File: config.mk
export PLATFORM = sky130hd
export DESIGN_NAME = alu_md_control_unit
export DESIGN_NICKNAME = d
export VERILOG_FILES = /design/src/rtl/alu_md_control_unit.sv
export SDC_FILE = /design/constraint.sdc
export NUM_CORES = 1
export LEC_CHECK = 0
export CAP_MARGIN = 15
export CORE_UTILIZATION = 45
export CTS_CLUSTER_SIZE = 28
export DETAILED_ROUTE_END_ITERATION = 8
export PLACE_DENSITY_LB_ADDON = 0.15
export SLEW_MARGIN = 20
export SYNTH_ARGS = -nofsm -noshare
export SYNTH_HDL_FRONTEND = slang
export SYNTH_SLANG_ARGS = --single-unit
File: constraint.sdc
create_clock -name clk -period 14.7 [get_ports clk]
set_clock_uncertainty 0.05 [all_clocks]
set_input_delay 1.47 -clock clk [delete_from_list [all_inputs] [get_ports clk]]
set_output_delay 1.47 -clock clk [all_outputs]
set_load 0.02 [all_outputs]
File: src/rtl/alu_md_control_unit.sv
`default_nettype none
// ============================================================================
// Module      : alu_md_control_unit
// Description : EX-stage ALU control decoder for RV32I. It also contains an
//               iterative RV32M multiply/divide sequencer with a valid/ready
//               handshake and a busy stall request.
// Revision    : 1.0 - initial release
// ============================================================================
module alu_md_control_unit #(
  parameter int XLEN     = 32,
  parameter bit ENABLE_M = 1'b1
) (
  input  logic            clk,
  input  logic            rst,
  input  logic [1:0]      alu_op,
  input  logic [2:0]      funct3,
  input  logic [6:0]      funct7,
  input  logic            in_valid,
  input  logic [XLEN-1:0] op_a,
  input  logic [XLEN-1:0] op_b,
  input  logic            flush,
  output logic [3:0]      alu_control,
  output logic            md_sel,
  output logic            in_ready,
  output logic            md_busy,
  output logic            out_valid,
  output logic [XLEN-1:0] md_result
);

  localparam int                CNT_W    = $clog2(XLEN);
  localparam logic [CNT_W-1:0]  CNT_LAST = CNT_W'(XLEN - 1);
  localparam logic [6:0]        F7_ALT   = 7'b0100000;
  localparam logic [6:0]        F7_M     = 7'b0000001;
  localparam logic [XLEN-1:0]   XMIN     = {1'b1, {(XLEN-1){1'b0}}};

  typedef enum logic [1:0] {
    S_IDLE = 2'd0,
    S_CALC = 2'd1,
    S_DONE = 2'd2
  } state_e;

  state_e              state_q, state_d;
  logic [CNT_W-1:0]    cnt_q, cnt_d;
  // Upper half: partial product / partial remainder.
  // Lower half: multiplier being consumed / dividend shifting into quotient.
  logic [2*XLEN-1:0]   acc_q, acc_d;
  logic [XLEN-1:0]     mag_q, mag_d;      // multiplicand or divisor magnitude
  logic [2:0]          op_q, op_d;
  logic                neg_q, neg_d;      // final result must be negated
  logic [XLEN-1:0]     result_q, result_d;

  assign md_sel    = ENABLE_M && (alu_op == 2'b10) && (funct7 == F7_M);
  assign in_ready  = (state_q == S_IDLE);
  assign md_busy   = !in_ready || (in_valid && md_sel);
  assign out_valid = (state_q == S_DONE) && !flush;
  assign md_result = result_q;

  // Base RV32I decode; M ops force ADD so the ALU output is ignored harmlessly
  always_comb begin
    alu_control = 4'd0;
    case (alu_op)
      2'b00: alu_control = 4'd0;
      2'b01: begin
        case (funct3)
          3'b000, 3'b001: alu_control = 4'd1;
          3'b100, 3'b101: alu_control = 4'd5;
          3'b110, 3'b111: alu_control = 4'd6;
          default:        alu_control = 4'd0;
        endcase
      end
      default: begin
        case (funct3)
          3'b000:  alu_control = (alu_op == 2'b10 && funct7 == F7_ALT) ? 4'd1 : 4'd0;
          3'b001:  alu_control = 4'd2;
          3'b010:  alu_control = 4'd5;
          3'b011:  alu_control = 4'd6;
          3'b100:  alu_control = 4'd9;
          3'b101:  alu_control = (funct7 == F7_ALT) ? 4'd4 : 4'd3;
          3'b110:  alu_control = 4'd8;
          default: alu_control = 4'd7;
        endcase
      end
    endcase
    if (md_sel) alu_control = 4'd0;
  end

  // Operand conditioning at accept time: signedness, magnitudes, special cases
  logic            w_start, w_is_div, w_a_signed, w_b_signed;
  logic            w_sign_a, w_sign_b, w_div_zero, w_ovf, w_neg_start;
  logic [XLEN-1:0] w_a_mag, w_b_mag, w_special;

  always_comb begin
    w_start     = in_valid && md_sel && (state_q == S_IDLE) && !flush;
    w_is_div    = funct3[2];
    // MUL, MULH, MULHSU, DIV, REM treat rs1 as signed; MULHSU keeps rs2 unsigned
    w_a_signed  = (funct3 != 3'b011) && (funct3 != 3'b101) && (funct3 != 3'b111);
    w_b_signed  = w_a_signed && (funct3 != 3'b010);
    w_sign_a    = w_a_signed && op_a[XLEN-1];
    w_sign_b    = w_b_signed && op_b[XLEN-1];
    w_a_mag     = w_sign_a ? -op_a : op_a;
    w_b_mag     = w_sign_b ? -op_b : op_b;
    w_div_zero  = w_is_div && (op_b == '0);
    w_ovf       = w_is_div && !funct3[0] && (op_a == XMIN) && (op_b == '1);
    // Remainder follows the dividend sign; everything else is sign_a ^ sign_b
    w_neg_start = (w_is_div && funct3[1]) ? w_sign_a : (w_sign_a ^ w_sign_b);
    w_special   = '0;
    if (w_div_zero)  w_special = funct3[1] ? op_a : '1;
    else if (w_ovf)  w_special = funct3[1] ? '0 : XMIN;
  end

  // One iteration of shift-add multiply or restoring divide, plus final fix-up
  logic [XLEN:0]     w_sum, w_shift, w_diff;
  logic [2*XLEN-1:0] w_mul_next, w_div_next, w_step, w_prod;
  logic [XLEN-1:0]   w_div_val, w_final;

  always_comb begin
    w_sum      = {1'b0, acc_q[2*XLEN-1:XLEN]} + (acc_q[0] ? {1'b0, mag_q} : '0);
    w_mul_next = {w_sum, acc_q[XLEN-1:1]};
    w_shift    = {acc_q[2*XLEN-1:XLEN], acc_q[XLEN-1]};
    w_diff     = w_shift - {1'b0, mag_q};
    if (!w_diff[XLEN])
      w_div_next = {w_diff[XLEN-1:0], acc_q[XLEN-2:0], 1'b1};
    else
      w_div_next = {w_shift[XLEN-1:0], acc_q[XLEN-2:0], 1'b0};
    w_step     = op_q[2] ? w_div_next : w_mul_next;
    w_prod     = neg_q ? -w_step : w_step;
    w_div_val  = op_q[1] ? w_step[2*XLEN-1:XLEN] : w_step[XLEN-1:0];
    if (op_q[2])
      w_final = neg_q ? -w_div_val : w_div_val;
    else if (op_q[1:0] == 2'b00)
      w_final = w_prod[XLEN-1:0];
    else
      w_final = w_prod[2*XLEN-1:XLEN];
  end

  // Sequencer next-state logic; flush overrides every transition
  always_comb begin
    state_d  = state_q;
    cnt_d    = cnt_q;
    acc_d    = acc_q;
    mag_d    = mag_q;
    op_d     = op_q;
    neg_d    = neg_q;
    result_d = result_q;
    case (state_q)
      S_IDLE: begin
        if (w_start) begin
          op_d  = funct3;
          neg_d = w_neg_start;
          cnt_d = '0;
          if (w_is_div) begin
            mag_d = w_b_mag;
            acc_d = {{XLEN{1'b0}}, w_a_mag};
          end else begin
            mag_d = w_a_mag;
            acc_d = {{XLEN{1'b0}}, w_b_mag};
          end
          if (w_div_zero || w_ovf) begin
            result_d = w_special;
            state_d  = S_DONE;
          end else begin
            state_d  = S_CALC;
          end
        end
      end
      S_CALC: begin
        acc_d = w_step;
        cnt_d = cnt_q + CNT_W'(1);
        if (cnt_q == CNT_LAST) begin
          result_d = w_final;
          state_d  = S_DONE;
        end
      end
      default: state_d = S_IDLE;
    endcase
    if (flush) begin
      state_d  = S_IDLE;
      result_d = result_q;
    end
  end

  // State and datapath registers
  always_ff @(posedge clk) begin
    if (rst) begin
      state_q  <= S_IDLE;
      cnt_q    <= '0;
      acc_q    <= '0;
      mag_q    <= '0;
      op_q     <= '0;
      neg_q    <= 1'b0;
      result_q <= '0;
    end else begin
      state_q  <= state_d;
      cnt_q    <= cnt_d;
      acc_q    <= acc_d;
      mag_q    <= mag_d;
      op_q     <= op_d;
      neg_q    <= neg_d;
      result_q <= result_d;
    end
  end

endmodule
`default_nettype wire

==> flow_summary_export.csv <==
group,metric,value,unit
run_status,outcome,"finished, final reports clean",
synthesis,synth-edff-count,0,
final_layout,nets,2698,
final_layout,drive_above_1_share,6.883,%
grt,grt_max_degree,92,
floorplan,die_h,197.7,um
setup_path,reg2regPathDepth,24,
clock_network,cts.repair.resized,0,
synthesis,synth_fp_nets,2696,
grt,antenna_found_initial,0,
floorplan,die_area,39070,um^2
setup_path,path_max_fanout,11,
setup_path,reg2reg_slack,7.31,ns
grt,grt_pass1_vias,19040,
clock_network,cts_setup_buffers,0,
timing,hold_violations,0,
drt,via_per_inst,6.805,
power_and_ir_drop,p_sw,0.2890,mW
final_layout,fin_cells,3068,
setup_path,cp-endpoint,"md_result[26]",
power_and_ir_drop,intPower,0.7332,mW
setup_path,worstSetupStartpointType,"register",
grt,track_usage,40.97,%
placed_design,io_buffer_count,119,
drt,dr_total_vias,20880,
power_and_ir_drop,powerDensity,52.75,nW/um^2
power_and_ir_drop,p_clk_share,50.8,%
timing,maxSlewHeadroom,17.73,%
synthesis,synth_top_flop_cell,"dfxtp_1",
final_layout,regArea,2789,um^2
power_and_ir_drop,swShare,28.27,%
timing,finalMaxSlewViolations,0,
timing,worst_pin_slew,1.200,ns
synthesis,yosys_warnings,0,
power_and_ir_drop,power_frac_seq,36.8,%
floorplan,core_area,37670,um^2
grt,gr-total-overflow,0,
synthesis,synth_seq_cells,139,
synthesis,synthCells,2543,
floorplan,die_x,197.7,um
clock_network,clk_latency,0.47,ns
clock_network,tritoncts,"built",
power_and_ir_drop,ir_drop,0.07464,mV
clock_network,cts_buffers,17,
drt,drc_errors,0,
final_layout,area_delta_synth_final,12.49,%
run,maxCapViolations,0,
drt,first_iter_violations,2575,
synthesis,synthTopCellsByCount,"nand2_1 (295), nor2_1 (272), a21oi_1 (242)",
clock_network,ctsHtreeMaxLevel,4,
synthesis,synth.cell_area,17230,um^2
setup_path,slowest_delay,0.59,ns
floorplan,start_util,45.74,%
final_layout,multi_input_area,13510,um^2
synthesis,synth_cell_type_count,105,
drt,drtPass1Iterations,6,
synthesis,ys_top_cells_by_area,"dfxtp_1 (16%), a21oi_1 (7.0%), nand2_1 (6.4%)",
worst_hold_path,hp-class,"register to register",
setup_path,cp_slowest_cell,"o211ai_1",
timing,finalSetupViolations,0,
synthesis,yosysMostFrequentCell,"nand2_1",
placed_design,dp_hpwl,62.00,mm
drt,wl_per_cell,26.30,um
setup_path,cp_cell_sequence,"inv_1 > ha_1 > inv_1 > fa_1 > a211oi_1 > o21ai_1 > o211ai_1 > a21boi_2 > nor3_2 > nor2_2 > nand2_1 > o21ai_0 > inv_1 > ha_1 > o211ai_1 > or2_1 > or3_1 > nor3_1 > nand4b_1 > or2_0 > nor3_2 > a41o_1 > nand3_1 > a311oi_1",
timing,finalCritPeriodShare,50.28,%
synthesis,ys_async_sr_fraction,0,%
synthesis,ys_seq_area_share,16.15,%
timing,fin_setup_tns,0,ns
setup_path,required,15.02,ns
clock_network,cts_max_path_buffers,2,
final_layout,diodes,0,
floorplan,num_rows,71,
timing,max_freq,0.1353,GHz
timing,post-route-min-period,7.391,ns
clock_network,clock-sinks,139,
setup_path,cp.arrival,7.71,ns
synthesis,synth_area_per_cell,6.775,um^2
setup_path,crit_path_frequent_cell,"inv_1",
power_and_ir_drop,p_leak,7.124,nW
grt,grt_pass1_wl,120.4,mm
clock_network,root_buffer,"clkbuf_16",
final_layout,fill_cells,3859,
setup_path,worstSetupPathType,"register to register",
synthesis,synth_top_area_share,16.15,%
floorplan,io_pins,120,
synthesis,yosys.area.top_type,"dfxtp_1",
clock_network,holdBufCountCts,0,
timing,rsz0062_at_grt,"false",
placed_design,dp_cells,3036,
drt,antenna_left,0,
setup_path,critical_path.startpoint,"acc_q[31]",
setup_path,reg2reg_from,"acc_q[31]",
clock_network,clk_pin_slew,0.07,ns
setup_path,cp-end-kind,"register",
power_and_ir_drop,total_power,1.022,mW
setup_path,rr_endpoint,"md_result[26]",
placed_design,routabilityCongestion,0.9995,
power_and_ir_drop,power.share.combinational,12.4,%
drt,routed_wl,80.70,mm
[critical path, delay by kind of cell, from the launching register on]
kind	cells	cell delay, ns
buf+inv	3	0.29
flops	1	0.34
compound gates	8	2.46
fa+ha+maj	3	0.82
simple gates	10	3.34
[kinds of logic (layout without fill, tap and decap cells)]
kind of cell	after synthesis	in the layout	share of synthesized area (%)
compound gates	890	890	34.11
flops	139	139	16.15
xor+xnor	149	149	7.575
buf+inv	247	261	5.745
fa+ha+maj	73	73	5.389
mux	50	50	3.174
simple gates	995	995	27.85
[registers in the layout, indices dropped and copies added (netlist names)]
| signal | count |
|---|---|
| op_q | 3 |
| neg_q | 1 |
| cnt_q | 5 |
| acc_q | 64 |
| mag_q | 32 |
| md_result | 32 |
| state_q | 2 |
[power groups by stage]
stage | combinational, mW | sequential [mW] | clock, mW
after global routing | 0.132 | 0.376 | 0.531
after floorplan | 0.0599 | 0.385 | 0
after CTS | 0.122 | 0.376 | 0.518
after global placement | 0.120 | 0.385 | 0
final | 0.127 | 0.376 | 0.519
after detailed placement | 0.121 | 0.385 | 0
[cells in the final DEF, fill, tap and decap left out, drive strengths merged, types with 39 or more instances in the layout]
master	netlist	layout
nand3	86	86
nor2	273	273
nor3	81	81
xor2	61	61
a211oi	56	56
clkdlybuf4s50	0	117
xnor2	88	88
and2	52	52
buf	53	44
nand2	298	298
inv	68	70
a31oi	39	39
o211ai	74	74
a21oi	244	244
ha	71	71
o21ai	191	191
nand4	44	44
dfxtp	139	139
[metal layers]
metal / up-vias / wire length, um / GRT usage, % / share of wire [%]
met3: 228 / 8559 / 9.100 / 11
met2: 1297 / 34960 / 63.22 / 43
li1: 9462 / - / - / -
met1: 9892 / 32690 / 53.18 / 41
met4: 0 / 4483 / 21.25 / 5.6
met5: - / 0 / 0 / 0
[area by class of cell]
type	count	share of cell area, %
clock inverter	12	1.085
tap	511	3.299
inverter	69	1.336
multi-input combinational	2157	69.71
clock buffer	19	2.344
sequential	139	14.39
timing repair buffer	161	7.838
[worst min path at each step]
| stage | depth (start not counted) | to | from |
|---|---|---|---|
| after global placement | 2 | md_result[30] | md_result[30] |
| after CTS | 2 | md_result[30] | md_result[30] |
| final | 2 | md_result[30] | md_result[30] |
| after detailed placement | 2 | md_result[30] | md_result[30] |
| after floorplan | 2 | mag_q[10] | mag_q[10] |
| after global routing | 2 | md_result[30] | md_result[30] |
[through the flow]
stage               hold WS, ns  cell area, um^2  setup slack [ns]  util, %
floorplan                0.3903            17230             9.136        -
CTS                      0.4104            19350             7.666    51.38
finish                   0.4076            19380             7.309    51.45
detailed placement       0.3974            18690             7.698    49.61
global placement         0.3940            18690             7.862    49.61
global route             0.4267            19380             7.014    51.45
(Power assumes the default switching activity.)
